[src/rtl/serdes_link.sv]
// serdes_link: framed serial transmitter plus receiver (start 0, data, [parity], stop 1), one bit per clock.
// Define SERDES_LINK_PARITY_EN to insert and check an even-parity bit after the data field.
module serdes_link #(
    parameter int DATA_W    = 8,
    parameter bit MSB_FIRST = 1'b0
) (
    input  logic              CLK,
    input  logic              RST_N,
    input  logic [DATA_W-1:0] tx_data,
    input  logic              tx_valid,
    output logic              tx_ready,
    output logic              ser_out,
    input  logic              ser_in,
    input  logic              loop_sel,
    output logic [DATA_W-1:0] rx_data,
    output logic              rx_valid,
    input  logic              rx_ack,
    output logic              rx_overflow,
    output logic              rx_frame_err,
    output logic              rx_perr
);

`ifdef SERDES_LINK_PARITY_EN
    localparam bit PAR_EN = 1'b1;
`else
    localparam bit PAR_EN = 1'b0;
`endif

    localparam int CNT_W = (DATA_W > 1) ? $clog2(DATA_W) : 1;
    localparam logic [CNT_W-1:0] LAST_BIT = CNT_W'(DATA_W - 1);

    typedef enum logic [2:0] {
        TX_IDLE, TX_START, TX_DATA, TX_PARITY, TX_STOP
    } tx_state_t;

    typedef enum logic [2:0] {
        RX_IDLE, RX_DATA, RX_PARITY, RX_STOP, RX_HUNT
    } rx_state_t;

    tx_state_t         tx_state;
    logic [DATA_W-1:0] tx_sh;
    logic [CNT_W-1:0]  tx_cnt;
    logic              tx_par;

    rx_state_t         rx_state;
    logic [DATA_W-1:0] rx_sh;
    logic [CNT_W-1:0]  rx_cnt;
    logic              rx_par_acc;
    logic              rx_perr_flag;
    logic              rx_perr_q;
    logic              rx_line;

    function automatic logic head_bit(input logic [DATA_W-1:0] v);
        return MSB_FIRST ? v[DATA_W-1] : v[0];
    endfunction

    function automatic logic [DATA_W-1:0] shift_out(input logic [DATA_W-1:0] v);
        return MSB_FIRST ? {v[DATA_W-2:0], 1'b0} : {1'b0, v[DATA_W-1:1]};
    endfunction

    // Handshake: a word transfers on any rising edge where tx_valid && tx_ready; tx_ready
    // is high in IDLE and STOP, so a word offered during STOP follows with no idle gap.
    // The state name describes the bit currently driven on ser_out.
    always_ff @(posedge CLK or negedge RST_N) begin
        if (!RST_N) begin
            tx_state <= TX_IDLE;
            tx_ready <= 1'b1;
            ser_out  <= 1'b1;
            tx_sh    <= '0;
            tx_cnt   <= '0;
            tx_par   <= 1'b0;
        end else begin
            case (tx_state)
                TX_IDLE, TX_STOP: begin
                    if (tx_valid) begin
                        tx_sh    <= tx_data;
                        tx_par   <= ^tx_data;
                        ser_out  <= 1'b0;
                        tx_ready <= 1'b0;
                        tx_state <= TX_START;
                    end else begin
                        ser_out  <= 1'b1;
                        tx_ready <= 1'b1;
                        tx_state <= TX_IDLE;
                    end
                end
                TX_START: begin
                    ser_out  <= head_bit(tx_sh);
                    tx_sh    <= shift_out(tx_sh);
                    tx_cnt   <= '0;
                    tx_state <= TX_DATA;
                end
                TX_DATA: begin
                    if (tx_cnt == LAST_BIT) begin
                        if (PAR_EN) begin
                            ser_out  <= tx_par;
                            tx_state <= TX_PARITY;
                        end else begin
                            ser_out  <= 1'b1;
                            tx_ready <= 1'b1;
                            tx_state <= TX_STOP;
                        end
                    end else begin
                        ser_out <= head_bit(tx_sh);
                        tx_sh   <= shift_out(tx_sh);
                        tx_cnt  <= tx_cnt + CNT_W'(1);
                    end
                end
                TX_PARITY: begin
                    ser_out  <= 1'b1;
                    tx_ready <= 1'b1;
                    tx_state <= TX_STOP;
                end
                default: begin
                    ser_out  <= 1'b1;
                    tx_ready <= 1'b1;
                    tx_state <= TX_IDLE;
                end
            endcase
        end
    end

    assign rx_line = loop_sel ? ser_out : ser_in;

    // The state name describes which field the next sample is expected to carry.
    always_ff @(posedge CLK or negedge RST_N) begin
        if (!RST_N) begin
            rx_state     <= RX_IDLE;
            rx_sh        <= '0;
            rx_cnt       <= '0;
            rx_par_acc   <= 1'b0;
            rx_perr_flag <= 1'b0;
            rx_data      <= '0;
            rx_valid     <= 1'b0;
            rx_overflow  <= 1'b0;
            rx_frame_err <= 1'b0;
            rx_perr_q    <= 1'b0;
        end else begin
            rx_frame_err <= 1'b0;
            if (rx_ack && rx_valid) begin
                rx_valid    <= 1'b0;
                rx_overflow <= 1'b0;
                rx_perr_q   <= 1'b0;
            end
            case (rx_state)
                RX_IDLE: begin
                    if (!rx_line) begin
                        rx_cnt     <= '0;
                        rx_par_acc <= 1'b0;
                        rx_state   <= RX_DATA;
                    end
                end
                RX_DATA: begin
                    rx_sh      <= MSB_FIRST ? {rx_sh[DATA_W-2:0], rx_line}
                                            : {rx_line, rx_sh[DATA_W-1:1]};
                    rx_par_acc <= rx_par_acc ^ rx_line;
                    if (rx_cnt == LAST_BIT) begin
                        rx_perr_flag <= 1'b0;
                        rx_state     <= PAR_EN ? RX_PARITY : RX_STOP;
                    end else begin
                        rx_cnt <= rx_cnt + CNT_W'(1);
                    end
                end
                RX_PARITY: begin
                    rx_perr_flag <= rx_par_acc ^ rx_line;
                    rx_state     <= RX_STOP;
                end
                RX_STOP: begin
                    if (rx_line) begin
                        rx_state <= RX_IDLE;
                        // Overrides the ack clear above: a word acked on this edge is replaced.
                        if (!rx_valid || rx_ack) begin
                            rx_data     <= rx_sh;
                            rx_valid    <= 1'b1;
                            rx_overflow <= 1'b0;
                            rx_perr_q   <= rx_perr_flag;
                        end else begin
                            rx_overflow <= 1'b1;
                        end
                    end else begin
                        rx_frame_err <= 1'b1;
                        rx_state     <= RX_HUNT;
                    end
                end
                RX_HUNT: begin
                    if (rx_line) rx_state <= RX_IDLE;
                end
                default: rx_state <= RX_IDLE;
            endcase
        end
    end

    assign rx_perr = PAR_EN ? rx_perr_q : 1'b0;

endmodule

[config.mk]
export PLATFORM = sky130hd
export DESIGN_NAME = serdes_link
export DESIGN_NICKNAME = d
export VERILOG_FILES = /design/src/rtl/serdes_link.sv
export SDC_FILE = /design/constraint.sdc
export NUM_CORES = 1
export LEC_CHECK = 0
export CAP_MARGIN = 10
export CORE_UTILIZATION = 53
export CTS_CLUSTER_SIZE = 20
export DETAILED_ROUTE_END_ITERATION = 10
export GPL_ROUTABILITY_DRIVEN = 0
export GPL_TIMING_DRIVEN = 0
export PLACE_DENSITY = 0.78
export SYNTH_ARGS = -nofsm -noshare
export SYNTH_HDL_FRONTEND = slang
export SYNTH_SLANG_ARGS = --single-unit
[constraint.sdc]
create_clock -name CLK -period 2.4 [get_ports CLK]
set_input_delay 0.48 -clock CLK [delete_from_list [all_inputs] [get_ports CLK]]
set_output_delay 0.48 -clock CLK [all_outputs]
set_load 0.01 [all_outputs]
==> run summary <==
Startpoint Class: flip-flop
Clk root buf: clkbuf_4
Worst vdd ir: 608 uV
Post-DP Area: 2200 um2
Slew headroom: 0.420
Max clock buf depth: 2
Wire per inst: 14.0 um
Post-Route WL: 3.20 mm
Core box area: 3390 um2
Post-CTS Setup Inserts: 0
Leakage Power: 0.958 nW
CP max stage delay: 0.57 ns
CTS tree: built
CP Data Arrival Time: 1.44 ns
Cell area after synthesis: 1890 um2
RSZ-0062 raised after global routing: no
Io pins: 28
Fin. max-slew vios: 0
Die X: 61.7 um
Row cnt: 21
Ratio of cells with drive above 1 in the final layout: 0.235
Synth area leader: dfrtp_1
Power per standard cell area: 1330 nW/um2
Crit-path max FO: 3
Crit end category: output pin
Vias per cell: 5.56
Buf+Inv Stages, Crit Path: 1
Critical path's top delay family: flip-flops
Largest net degree at the start of global routing: 42
Synth Register Bits: 41
Worst Tran Pin Value: 0.870 ns
Cell depth of the worst setup path: 1
Clock-pin transition on the worst setup and hold timing paths: 0.12 ns
Antenna cells: 0
Hold Vio Cnt, Final: 0
Synth area leaders: dfrtp_1 52%, mux2_2 10%, nor3b_4 3.0%, dfstp_2 2.8%, ha_1 2.6%
Crit Path Category: flip-flop to output pin
Post-Syn Nets: 167
Async set-or-reset flop fraction in the synthesized netlist: 1.00
Top_reg_cell synth: dfrtp_1
Post-synth EDFFs: 0
Clk_skew: 0.00608 ns
H-tree depth: 2
CTS hold repair buffers: 0
Synth cell types: 38
IO Port Bufs: 26
Final setup TNS: 0 ns
Residual DRC: 0
Avg Cell Area, Syn: 12.7 um2
Gate Count Post-Synth: 149
Antenna violations before repair: 0
GR Overflow Total: 0
Final WS setup: 0.476 ns
Initial Util: 0.558
Final Cycle Share: 0.802
TritonCTS Sinks: 41
First-pass GRT wire length: 5.13 mm
Top cells by count, synth: 39 x dfrtp_1, 17 x mux2_2, 9 x o21ai_0
GRT Total Usage: 0.190
Most common cell in the netlist: dfrtp_1
FILL cells: 254
Vias in the first global route: 1,213
Yosys top cell area share: 0.516
Number of max-cap violations: 0
Period minus WS final: 1.92 ns
F_max: 520 MHz
Die area: 3810 um2
Pre-CTS setup slack: 0.180 ns
Detail Route Antenna Nets: 0
Die Y: 61.7 um
Status: finished clean
Yosys warns: 0
Slowest cell on crit path: dfstp_2
Worst-path cell chain: clkdlybuf4s50_1
Total vias in the final route: 1,274
Number of gates given a new drive strength after cts: 0
CP Data Required Time: 1.92 ns
Sequential share of the synthesized area: 0.544
Worst hold-check path type: input port to asynchronous set/reset pin
Setup violations, final: 0
Worst skew pair latency: 0.35 ns
Area growth from synthesis to layout: 19.5%
DRT iter0 DRCs: 37
Final #Nets: 200
Dpl hpwl: 2.28 mm
Finished Cell Area: 2260 um2
Num CTS Buffers: 5
Drt pass-1 iters: 4
Worst Reg-to-Reg Cells: 6
registers in the layout, indices dropped and copies added (netlist names):
signal	cells
rx_valid	1
ser_out	1
rx_sh	8
rx_cnt	3
tx_ready	1
rx_frame_err	1
rx_state	3
tx_sh	8
rx_data	8
tx_state	3
tx_cnt	3
rx_overflow	1
cell usage in the layout (no fill, tap or decap), drive strengths merged, types with 3 or more instances in the layout:
cell type / synthesis / layout
a21oi: 6 / 6
a31oi: 7 / 7
buf: 7 / 8
clkbuf: 0 / 5
clkdlybuf4s50: 0 / 25
clkinv: 1 / 3
dfrtp: 39 / 39
ha: 4 / 4
inv: 3 / 3
mux2: 17 / 17
mux2i: 3 / 3
nand2: 3 / 3
nand3: 8 / 8
nor2: 4 / 4
nor3: 3 / 3
nor3b: 4 / 4
nor4: 7 / 7
o21ai: 9 / 9
o2bb2ai: 3 / 3
metrics by stage:
stage,total power [mW],utilization,std cells,hold WS [ns]
after global placement,2.58,0.652,221,0.454
after floorplan,2.22,-,149,0.184
after global routing,3.24,0.666,229,0.275
after CTS,3.03,0.666,229,0.248
final,3.00,0.666,229,0.229
after detailed placement,2.68,0.650,221,0.471
where the power goes:
part           internal (mW)  switching, mW  total, mW
Clock                  0.110          0.226      0.337
Sequential              1.03          0.197       1.22
Combinational          0.765          0.672       1.44
Total                   1.90           1.09       3.00
logic make-up after synthesis:
family / after synthesis / share of synthesized area
XOR/XNOR: 2 / 0.00927
AO/OA/AOI/OAI: 33 / 0.111
buffers and inverters: 11 / 0.0357
other: 1 / 0.00198
multiplexers: 20 / 0.117
flip-flops: 41 / 0.544
adder cells (fa/ha/maj): 4 / 0.0265
AND/OR/NAND/NOR: 37 / 0.154
path summary, 6_finish.rpt:
kind                            slack (ns)                   from                    end
worst max-delay path                  0.48      ser_out$_DFF_PN1_                ser_out
worst min-delay path                  0.23                  RST_N  rx_overflow$_DFF_PN0_
worst max register to register        0.48  tx_cnt[0]$_DFFE_PN0P_   tx_sh[7]$_DFFE_PN0P_
min in group CLK                      0.49   tx_ready$_DFFE_PN1P_   tx_ready$_DFFE_PN1P_
worst min register to register        0.49   tx_ready$_DFFE_PN1P_   tx_ready$_DFFE_PN1P_
max in group asynchronous             1.63                  RST_N   tx_sh[5]$_DFFE_PN0P_
final cells by class:
type                    count  area (um2)  share of cell area
multi-input cells          97         795               0.352
plain buffers               7        52.6              0.0233
inverters                   4        15.0             0.00665
repair buffers             26         255               0.113
flip-flops and latches     41        1030               0.455
clock buffers               5        37.5              0.0166
clock inverters             3        17.5             0.00776
well taps                  46        57.6              0.0255
per-layer routing:
metal	vias up	wire length [um]	track usage
met4	0	39	0.0667
met3	4	147	0.0704
met5	-	0	0
met2	34	1550	0.332
met1	621	1460	0.213
li1	615	-	-
Note: power is estimated with default switching activity, not from simulation.
